===== src/rtl/keypad_scanner.sv =====
// 4x4 matrix keypad scanner: active-low column drive, per-scan priority capture,
// full-scan debounce and key strobe. Define KEYPAD_REPEAT_EN to enable auto-repeat.
module keypad_scanner #(
  parameter int unsigned SCAN_TICKS     = 100000,
  parameter int unsigned DEBOUNCE_SCANS = 4,
  parameter int unsigned REPEAT_DELAY   = 500,
  parameter int unsigned REPEAT_RATE    = 100
) (
  input  logic       clk,
  input  logic       reset,
  input  logic [3:0] row,
  output logic [3:0] col,
  output logic [3:0] key_code,
  output logic       key_valid,
  output logic       key_held
);

  localparam int unsigned TICK_W = (SCAN_TICKS > 2) ? $clog2(SCAN_TICKS) : 1;
  localparam int unsigned CNT_W  = $clog2(DEBOUNCE_SCANS + 1);

  typedef enum logic {IDLE, PRESSED} state_e;

  state_e            state_q, state_d;
  logic [TICK_W-1:0] tick_q, tick_d;
  logic [1:0]        c_q, c_d;
  logic [3:0]        col_q, col_d;
  logic [4:0]        acc_q, acc_d;
  logic [4:0]        last_q, last_d;
  logic [CNT_W-1:0]  cnt_q, cnt_d;
  logic [3:0]        code_q, code_d;
  logic              valid_q, valid_d;
  logic              held_q, held_d;

  logic [4:0]        col_hit;
  logic [4:0]        result;
  logic              sample;
  logic              scan_end;
  logic              stable;

`ifdef KEYPAD_REPEAT_EN
  localparam int unsigned REP_MAX = (REPEAT_DELAY > REPEAT_RATE) ? REPEAT_DELAY : REPEAT_RATE;
  localparam int unsigned REP_W   = $clog2(REP_MAX + 1);
  logic [REP_W-1:0] rep_cnt_q, rep_cnt_d, rep_next;
  logic             rep_first_q, rep_first_d;
`else
  logic unused_repeat;
  assign unused_repeat = ^{REPEAT_DELAY, REPEAT_RATE};
`endif

  function automatic logic [3:0] key_map(input logic [1:0] r, input logic [1:0] c);
    case ({r, c})
      4'h0: key_map = 4'h1;  4'h1: key_map = 4'h2;  4'h2: key_map = 4'h3;  4'h3: key_map = 4'hA;
      4'h4: key_map = 4'h4;  4'h5: key_map = 4'h5;  4'h6: key_map = 4'h6;  4'h7: key_map = 4'hB;
      4'h8: key_map = 4'h7;  4'h9: key_map = 4'h8;  4'hA: key_map = 4'h9;  4'hB: key_map = 4'hC;
      4'hC: key_map = 4'h0;  4'hD: key_map = 4'hF;  4'hE: key_map = 4'hE;  default: key_map = 4'hD;
    endcase
  endfunction

  // Lowest pressed row in the currently driven column (loop runs high to low so row 0 wins).
  always_comb begin
    col_hit = '0;
    for (int r = 3; r >= 0; r--) begin
      if (!row[r]) col_hit = {1'b1, key_map(2'(r), c_q)};
    end
  end

  always_comb begin
    state_d  = state_q;
    tick_d   = tick_q;
    c_d      = c_q;
    col_d    = col_q;
    acc_d    = acc_q;
    last_d   = last_q;
    cnt_d    = cnt_q;
    code_d   = code_q;
    valid_d  = 1'b0;
    held_d   = held_q;
    stable   = 1'b0;
`ifdef KEYPAD_REPEAT_EN
    rep_cnt_d   = rep_cnt_q;
    rep_first_d = rep_first_q;
    rep_next    = rep_cnt_q + REP_W'(1);
`endif

    sample   = (tick_q == TICK_W'(SCAN_TICKS - 1));
    scan_end = sample && (c_q == 2'd3);
    result   = acc_q[4] ? acc_q : col_hit;

    // Column slot timing: sample on the last tick, then move to the next column.
    if (sample) begin
      tick_d = '0;
      c_d    = c_q + 2'd1;
      col_d  = ~(4'b0001 << c_d);
      acc_d  = scan_end ? 5'b0 : result;
    end else begin
      tick_d = tick_q + TICK_W'(1);
    end

    // Debounce across full scans; stable fires only when the count first reaches the target.
    if (scan_end) begin
      if (result == last_q) begin
        if (cnt_q != CNT_W'(DEBOUNCE_SCANS)) begin
          cnt_d  = cnt_q + CNT_W'(1);
          stable = (cnt_d == CNT_W'(DEBOUNCE_SCANS));
        end
      end else begin
        last_d = result;
        cnt_d  = CNT_W'(1);
        stable = (DEBOUNCE_SCANS == 1);
      end
    end

    case (state_q)
      IDLE: begin
        if (stable && result[4]) begin
          state_d = PRESSED;
          code_d  = result[3:0];
          held_d  = 1'b1;
          valid_d = 1'b1;
`ifdef KEYPAD_REPEAT_EN
          rep_cnt_d   = '0;
          rep_first_d = 1'b0;
`endif
        end
      end
      PRESSED: begin
        if (stable && !result[4]) begin
          state_d = IDLE;
          held_d  = 1'b0;
`ifdef KEYPAD_REPEAT_EN
          rep_cnt_d   = '0;
          rep_first_d = 1'b0;
`endif
        end else if (stable && (result[3:0] != code_q)) begin
          code_d  = result[3:0];
          valid_d = 1'b1;
`ifdef KEYPAD_REPEAT_EN
          rep_cnt_d   = '0;
          rep_first_d = 1'b0;
`endif
        end
`ifdef KEYPAD_REPEAT_EN
        // Same key still held: first repeat after REPEAT_DELAY scans, then every REPEAT_RATE.
        else if (scan_end) begin
          if ((!rep_first_q && rep_next == REP_W'(REPEAT_DELAY)) ||
              ( rep_first_q && rep_next == REP_W'(REPEAT_RATE))) begin
            valid_d     = 1'b1;
            rep_cnt_d   = '0;
            rep_first_d = 1'b1;
          end else begin
            rep_cnt_d = rep_next;
          end
        end
`endif
      end
      default: state_d = IDLE;
    endcase
  end

  always_ff @(posedge clk) begin
    if (reset) begin
      state_q <= IDLE;
      tick_q  <= '0;
      c_q     <= 2'd0;
      col_q   <= 4'b1110;
      acc_q   <= 5'b0;
      last_q  <= 5'b0;
      cnt_q   <= '0;
      code_q  <= 4'h0;
      valid_q <= 1'b0;
      held_q  <= 1'b0;
`ifdef KEYPAD_REPEAT_EN
      rep_cnt_q   <= '0;
      rep_first_q <= 1'b0;
`endif
    end else begin
      state_q <= state_d;
      tick_q  <= tick_d;
      c_q     <= c_d;
      col_q   <= col_d;
      acc_q   <= acc_d;
      last_q  <= last_d;
      cnt_q   <= cnt_d;
      code_q  <= code_d;
      valid_q <= valid_d;
      held_q  <= held_d;
`ifdef KEYPAD_REPEAT_EN
      rep_cnt_q   <= rep_cnt_d;
      rep_first_q <= rep_first_d;
`endif
    end
  end

  assign col       = col_q;
  assign key_code  = code_q;
  assign key_valid = valid_q;
  assign key_held  = held_q;

endmodule


===== config.mk =====
export PLATFORM = sky130hd
export DESIGN_NAME = keypad_scanner
export DESIGN_NICKNAME = d
export VERILOG_FILES = /design/src/rtl/keypad_scanner.sv
export SDC_FILE = /design/constraint.sdc
export NUM_CORES = 1
export LEC_CHECK = 0
export CORE_ASPECT_RATIO = 1.5
export CORE_MARGIN = 1
export CORE_UTILIZATION = 45
export CTS_BUF_LIST = sky130_fd_sc_hd__clkbuf_2
export CTS_CLUSTER_DIAMETER = 120
export CTS_CLUSTER_SIZE = 24
export DETAILED_ROUTE_END_ITERATION = 6
export PLACE_DENSITY_LB_ADDON = 0.12
export SLEW_MARGIN = 20
export SYNTH_ARGS = -nofsm -noshare
export SYNTH_HDL_FRONTEND = slang
export SYNTH_SLANG_ARGS = --single-unit

===== constraint.sdc =====
create_clock -name clk -period 5.3 [get_ports clk]
set_input_delay 1.325 -clock clk [delete_from_list [all_inputs] [get_ports clk]]
set_output_delay 1.325 -clock clk [all_outputs]
set_load 0.02 [all_outputs]

==> reports/results.txt, run 1 <==
The detailed router placed 2006 vias in this run. Post-detailed-route via-to-cell ratio: 5.56. The initial standard-cell utilization of the core is 46.7%. The data arrival time of the worst path was 3670 ps; the leakage component of the power was 0.000967 uW. The logs give 0 for the global route total overflow and 4 for the number of iterations in the first detailed-routing pass. The count of unique library cells instantiated by Yosys is 65, and the number of placed instances, taps included is 353. The number of nets at the end of the flow is 308. The violation count after the first detailed-route iteration was 97.

Of all nets on the critical path, the largest fanout is 8. The die is 61.5 um wide. Worst hold-check path type: reg2reg. In this run the standard cell core region covers 5120 sq um. Power share of the clock group: 28.2%.

The number of register bits inferred by synthesis was 43. Setup violations remaining at the end of the flow were counted as 0. Net switching is 25.6% of the power. For the max-slew violation count, the log shows 0. The die area was 5610 sq um; the total wire length was 5.17 mm.

After detailed routing, the number of remaining DRC violations is 0. Synthesis handed over a netlist of 277 instances. Adding up every negative setup slack in the final design gives 0 ps.

Of the cells placed in the final design, the portion with a size suffix greater than 1 is 8.87%. Detail-routed net length per standard cell: 14.3 um. The actual slew at the worst max-slew pin is 594 ps, and the total inserted antenna cells is 0. The floorplan has 32 rows. Between clock sinks in the finished design, the worst skew comes to 13.6 ps.

Dividing total power by cell area gives a power density of 190 nW/um^2. The proportion of synthesized flip-flops having asynchronous set or reset came out at 0%. The worst-case IR drop observed on VDD is 0.145 mV. The number of buffers added on ports was 15; the mean instance size in the synthesized netlist was 8.63 sq um. The tools report the number of hold buffers added after cts as 0. The kind of capture point of the worst setup path is a flip-flop. The number of enable flip-flop cells after synthesis works out to 0. The required time at the worst-slack endpoint came out at 5630 ps.

The worst-case headroom to the max-slew limit came out at 60.3%. For the global-route wire length before repair, the log shows 8.66 mm. Summing every instance area after synthesis gives 2390 sq um. Hold timing on the final database bottoms out at a slack of 463 ps.

The flow ran to the end, and the final reports show no timing, DRC or antenna violations. TritonCTS built the clock tree. The tools report the post-synth net total as 293. Yosys printed 0 warnings.

CTS placed an instance of clkbuf_2 at the clock tree root. The critical path is of the in2reg type. Internal power comes to 374 uW. After legalization and detailed placement, the total HPWL measured 3.82 mm. The final weighted congestion in routability-driven placement was 0.831; the global router's overall resource usage was 20.2%. The number of gates resized after CTS came out at 0.

Fill cells in the final layout number 537. The total chip power came out at 502 uW. Counting the buffers created by CTS gives 5. CTS saw 43 sinks. The number of primary I/O pins was 16. In this run the power spent charging and discharging nets is 128 uW. The clock-pin transition on the worst setup and hold timing paths is 230 ps. The floorplan die height is 91.3 um, and the number of global-route vias before repair is 1852.

For this run, the leading register cell type out of synthesis is dfxtp_1. Type of element launching the critical path: an input pin. For the worst-skew pair, the clock arrives at the later sink with an insertion delay of 400 ps. Sequential cells were found to cover 36.0% of the synthesized design area. For the maximum number of buffers from clock root to sink, the log shows 2. Setup repair after global routing left no endpoint under its margin. The maximum number of pins on one net before global-route repair is 34. Once the clock tree was built, the setup fixing pass inserted 0 buffers. The number of failing hold endpoints at the final stage is 0, and the achievable clock frequency is 300 MHz. The area growth from synthesis to layout is 10.5%. The portion of total power attributed to sequential cells came out at 65.2%. In this run, the combinational gates consume 6.6% of the power. For this run, the number of standard cells in the final layout without fillers is 361. Once detail routing completed, the nets flagged for antenna violations numbered 0.

The run gives 0 as the number of antenna violations at the first check in global routing. The smallest clock period supported by the final layout is computed as 3340 ps. The final critical path takes up 62.9% of the cycle. Number of max-cap violations: 0. For the CTS H-tree depth, the log shows 2.
[metrics by stage]
stage / setup slack [ps] / area, sq um / utilization (%)
global route: 1800 / 2640 / 51.5
floorplan: 2350 / 2390 / -
detailed placement: 1520 / 2600 / 50.7
global placement: 1540 / 2600 / 50.7
finish: 1960 / 2640 / 51.5
CTS: 1990 / 2640 / 51.5
[worst paths after layout]
kind                                start           to  slack (ps)  depth (start not counted)
worst max register to register     c_q[0]  key_code[1]        2630                          9
worst max-delay path               row[1]  key_code[1]        1960                          8
worst min register to register  tick_q[0]    tick_q[0]         460                          1
worst min-delay path            tick_q[0]    tick_q[0]         460                          1
[registers in the layout, indices dropped and copies added (netlist names), named ones only]
signal     count
acc_q          5
c_q            2
cnt_q          3
col            4
key_code       4
key_held       1
key_valid      1
last_q         5
tick_q        17
[cell type report]
cell class	count	area, sq um	share of cell area (%)
Timing Repair Buffer	17	165	6.25
Inverter	11	41.3	1.56
Tap cell	68	85.1	3.22
Clock buffer	6	30.0	1.14
Sequential cell	43	861	32.6
Clock inverter	2	12.5	0.474
Multi-Input combinational cell	214	1450	54.8
[cells in the mapped netlist (all sizes together) (3+ instances only)]
cell	n	share of area [%]
nor3	7	1.5
buf	3	0.84
nand2	21	3.3
nand2b	7	1.8
nand3	8	1.7
o21ai	5	1.2
clkbuf	6	0.94
o21ba	3	1.3
dfxtp	43	36
mux2i	4	1.7
a211oi	4	1.7
ha	10	5.2
o21a	3	0.94
inv	11	1.7
a211o	4	1.5
a31oi	3	0.79
and3	4	1.0
a22oi	4	1.3
nor2	42	6.7
xor2	11	4.0
a21oi	11	2.5
xnor2	8	2.9
nand4	7	2.1
nor4b	3	1.1
[cell families after synthesis]
group,after synthesis,share of synthesized area [%]
adder cells (fa/ha/maj),10,5.23
multiplexers,4,1.67
XOR/XNOR,19,6.96
buffers and inverters,20,3.51
AO/OA/AOI/OAI,62,20.7
flip-flops,43,36.0
AND/OR/NAND/NOR,119,25.9
[metal layers]
metal / part of all wire, % / global-route usage, % / wire (um)
met1: 44 / 23.8 / 2280
met2: 51 / 34.1 / 2660
met3: 2.7 / 4.27 / 140
met4: 1.9 / 8.15 / 99
met5: 0 / 0 / 0
[power groups by stage]
stage	sequential, uW	clock, uW	combinational [uW]
after global routing	328	166	36.2
after detailed placement	334	0	32.8
after global placement	334	0	32.6
after floorplan	333	0	22.1
after CTS	328	150	33.0
final	327	142	33.0
[layout by cell type, fill, tap and decap left out, types with 3 or more instances in the layout]
master,n
a21oi_1,10
nand2_1,21
ha_1,10
clkbuf_2,6
nand3_1,8
o21a_1,3
xor2_1,11
nor3_1,7
nor4b_1,3
mux2i_1,4
clkdlybuf4s50_1,15
dfxtp_1,43
nor2_1,41
a22oi_1,4
nand4_1,6
xnor2_1,8
a31oi_1,3
and3_1,4
nand2b_1,7
inv_1,11
o21ai_0,4
a211o_1,4
[worst max-delay path: stages]
cell,delay (ps)
clkdlybuf4s50_1,600
nand2_1,120
a22o_1,240
or3_4,360
a211oi_2,320
nand4_2,270
o21a_1,260
o21ba_1,160
No activity file was read; power rests on OpenSTA's default activity.
==> run 2: changes to the inputs <==
- clock period: 5.3 -> 2.8 ns (I/O delays scaled with it)
==> run 2 against run 1 <==
  * Routed wire length up 6.2%
  * First-iteration DRC count down 4.1%
  * Die area unchanged
  * Cell count up 6.6%
  * Via count up 3.5%
  * Non-clock buffer count up 25
  * Combinational power up 140%
  * Clock power up 150%
  * Clock skew up 5.8 ps
  * Flip-flop and latch count unchanged
  * Final area up 8.3%
  * Register-to-register slack worse by 2400 ps
==> reports/results.txt, run 2 (synthesis gave the netlist of run 1 again) <==
The run finished with clean final reports. The number of buffers added by the clock tree synthesis step is 5. The run gives 21.6% as the global router's overall resource usage. In the layout the commonest cells are dfxtp_1, nor2_1, buf_4. The number of fill cells came out at 531. The tools report the leakage component of the power as 0.00110 uW. Number of hold buffers added after cts: 0.

TritonCTS built the clock tree. The post-detailed-route DRC marker count was 0. The die is 61.5 um wide. The achievable clock frequency was 380 MHz. Traced cell by cell, the critical path runs through clkdlybuf4s50_1 > nand2_1 > nor3b_1 > or3_4 > a211oi_2 > and3_1 > a31oi_1 > a211oi_2. For the worst setup path, the data required time is 3140 ps. Broken down by cell family, the worst path's largest delay share belongs to simple AND/OR/NAND/NOR gates. Between clock sinks in the finished design, the worst skew comes to 19.4 ps. In this run the remaining antenna-violating nets after routing total 0. The maximum number of pins on one net before global-route repair was 30; the number of buffers added on ports was 15. The register with the most flip-flops in the final layout is tick_q. For this run, the detailed router's first-pass iteration total came to 4. For this run the aggregate overflow at the end of global routing stands at 0. After detailed routing, the average wire length per cell comes to 14.3 um.

The logs give 0 ps for the total negative setup slack and 0 for the post-CTS repair timing setup buffer count. Worst-case headroom to the max-slew limit: 64.2%. The setup path with the least slack is of type in2reg. The area growth from synthesis to layout came out at 19.7%.

The worst hold-check path type was reg2reg. The first routing iteration left 93 violations. The tools report the number of nets at the end of the flow as 333. The max-slew violation count is 0, and the number of flip-flops in the largest register is 17. The worst path uses 94.0% of the clock period. Setup violations remaining at the end of the flow were counted as 0. The largest registers in the layout are tick_q x17, acc_q x5, last_q x5.

The run gives 410 ps as the clock latency of the later-clocked register in the worst-skew pair. The number of failing hold endpoints at the final stage is 0, and the final critical-path required period is 2630 ps. The worst path buffer plus inverter count was 1; the placeable core region was 5120 sq um. STA classifies the critical path endpoint as a flip-flop. The share of layout cells above drive strength 1 works out to 16.4%. The reg2reg setup slack was 190 ps. Power comes to 1050 uW.

The library cell used most frequently in the layout, excluding fill and tap cells, is dfxtp_1. The number of antenna violations at the first check in global routing is 0. Dividing the detail-routed via count by the number of cells gives 5.39. The final weighted congestion in routability-driven placement came out at 0.848.

For the pin with the worst max-slew slack, the measured transition is 536 ps. The total inserted antenna cells is 0. Across all setup checks in the final design, the least slack found is 167 ps. Most congested layer reported by global routing: met2. The number of global-route vias before repair is 1988, and the worst setup slack before clock tree synthesis is -240 ps. The first global-routing pass estimated 9.09 mm of wire. Library cell contributing the largest single delay on the critical path: clkdlybuf4s50_1. The largest fanout on the critical path works out to 7. The non-filler instance count after layout was 385; the floorplan die height was 91.3 um.

Counting along the longest clock path gives a buffer depth of 2. The wire-length estimate of the detail-placed layout is 4.06 mm. The tree is rooted in a clkbuf_2. Global routing used 25.1% of the available met1 tracks.

The number of primary I/O pins came out at 16. Across the VDD grid, the largest voltage drop is 0.274 mV. The most frequent cell on the critical path was a211oi_2. Summed over all layers, the routed wires come to 5.49 mm.

The peak per-stage delay on the critical path was 580 ps; the die area was 5610 sq um. For the number of max-cap violations, the log shows 0. The global routing met2 resource utilization is 37.9%. STA classifies the critical path startpoint as an input pin. The floorplan has 32 rows. The tools report the number of gates resized after CTS as 0. Hold is met by 466 ps. Data on the critical path arrives at its endpoint at 2980 ps. The H-tree generated during clock tree synthesis spans 2 levels. Global routing consumed, on the met3 layer, 3.85% of the routing resources. The initial standard-cell utilization of the core is 46.7%, and the number of placed instances, taps included is 378.

For this design the ratio of total power to cell area is 368 nW/um^2. The tools report the total via count after detailed routing as 2076. Clock-pin slew was measured on the worst setup and hold paths at 220 ps. For this design, the sink count on the clock tree is 43.
## run 2: cell count changes in the layout (fill, tap and decap cells not counted), sizes merged
| cell | change |
|---|---|
| clkbuf | -1 |
| bufinv | +1 |
| buf | +25 |
| clkinv | -1 |
## run 2: path summary, 6_finish.rpt
kind                             endpoint  depth (start not counted)       from
worst min-delay path            tick_q[0]                          1  tick_q[0]
worst max-delay path            flip-flop                          8     row[2]
worst min register to register  tick_q[0]                          1  tick_q[0]
worst max register to register   cnt_q[0]                          9     c_q[0]
## run 2: metrics by stage
step | cell area [sq um] | utilization, %
finish | 2860 | 55.8
floorplan | 2390 | -
global placement | 2790 | 54.4
CTS | 2850 | 55.6
global route | 2860 | 55.8
detailed placement | 2790 | 54.4
## run 2: routing by layer
metal	vias to the layer above	wire, um
li1	1075	-
met4	0	117
met2	23	2930
met3	8	139
met1	970	2310
met5	-	0
## run 2: cell type report
| type | count | area, sq um | area share, % |
|---|---|---|---|
| multi-input combinational | 214 | 1460 | 51.0 |
| sequential | 43 | 861 | 30.1 |
| timing repair buffer | 42 | 353 | 12.3 |
| tap | 68 | 85.1 | 2.97 |
| inverter | 11 | 41.3 | 1.44 |
| clock inverter | 2 | 37.5 | 1.31 |
| clock buffer | 5 | 25.0 | 0.875 |
## run 2: power by group
group          leakage [uW]  internal, uW  switching, uW  total [uW]
clock network     0.0000350           146            208         354
registers          0.000347           617           2.43         620
logic              0.000716          38.3           40.9        79.2
==> run 3: changes to the inputs <==
- ABC_CLOCK_PERIOD_IN_PS: default -> 2800
==> results of run 3 <==
Same layout as run 2: the final DEF is identical, and so are final timing and power.
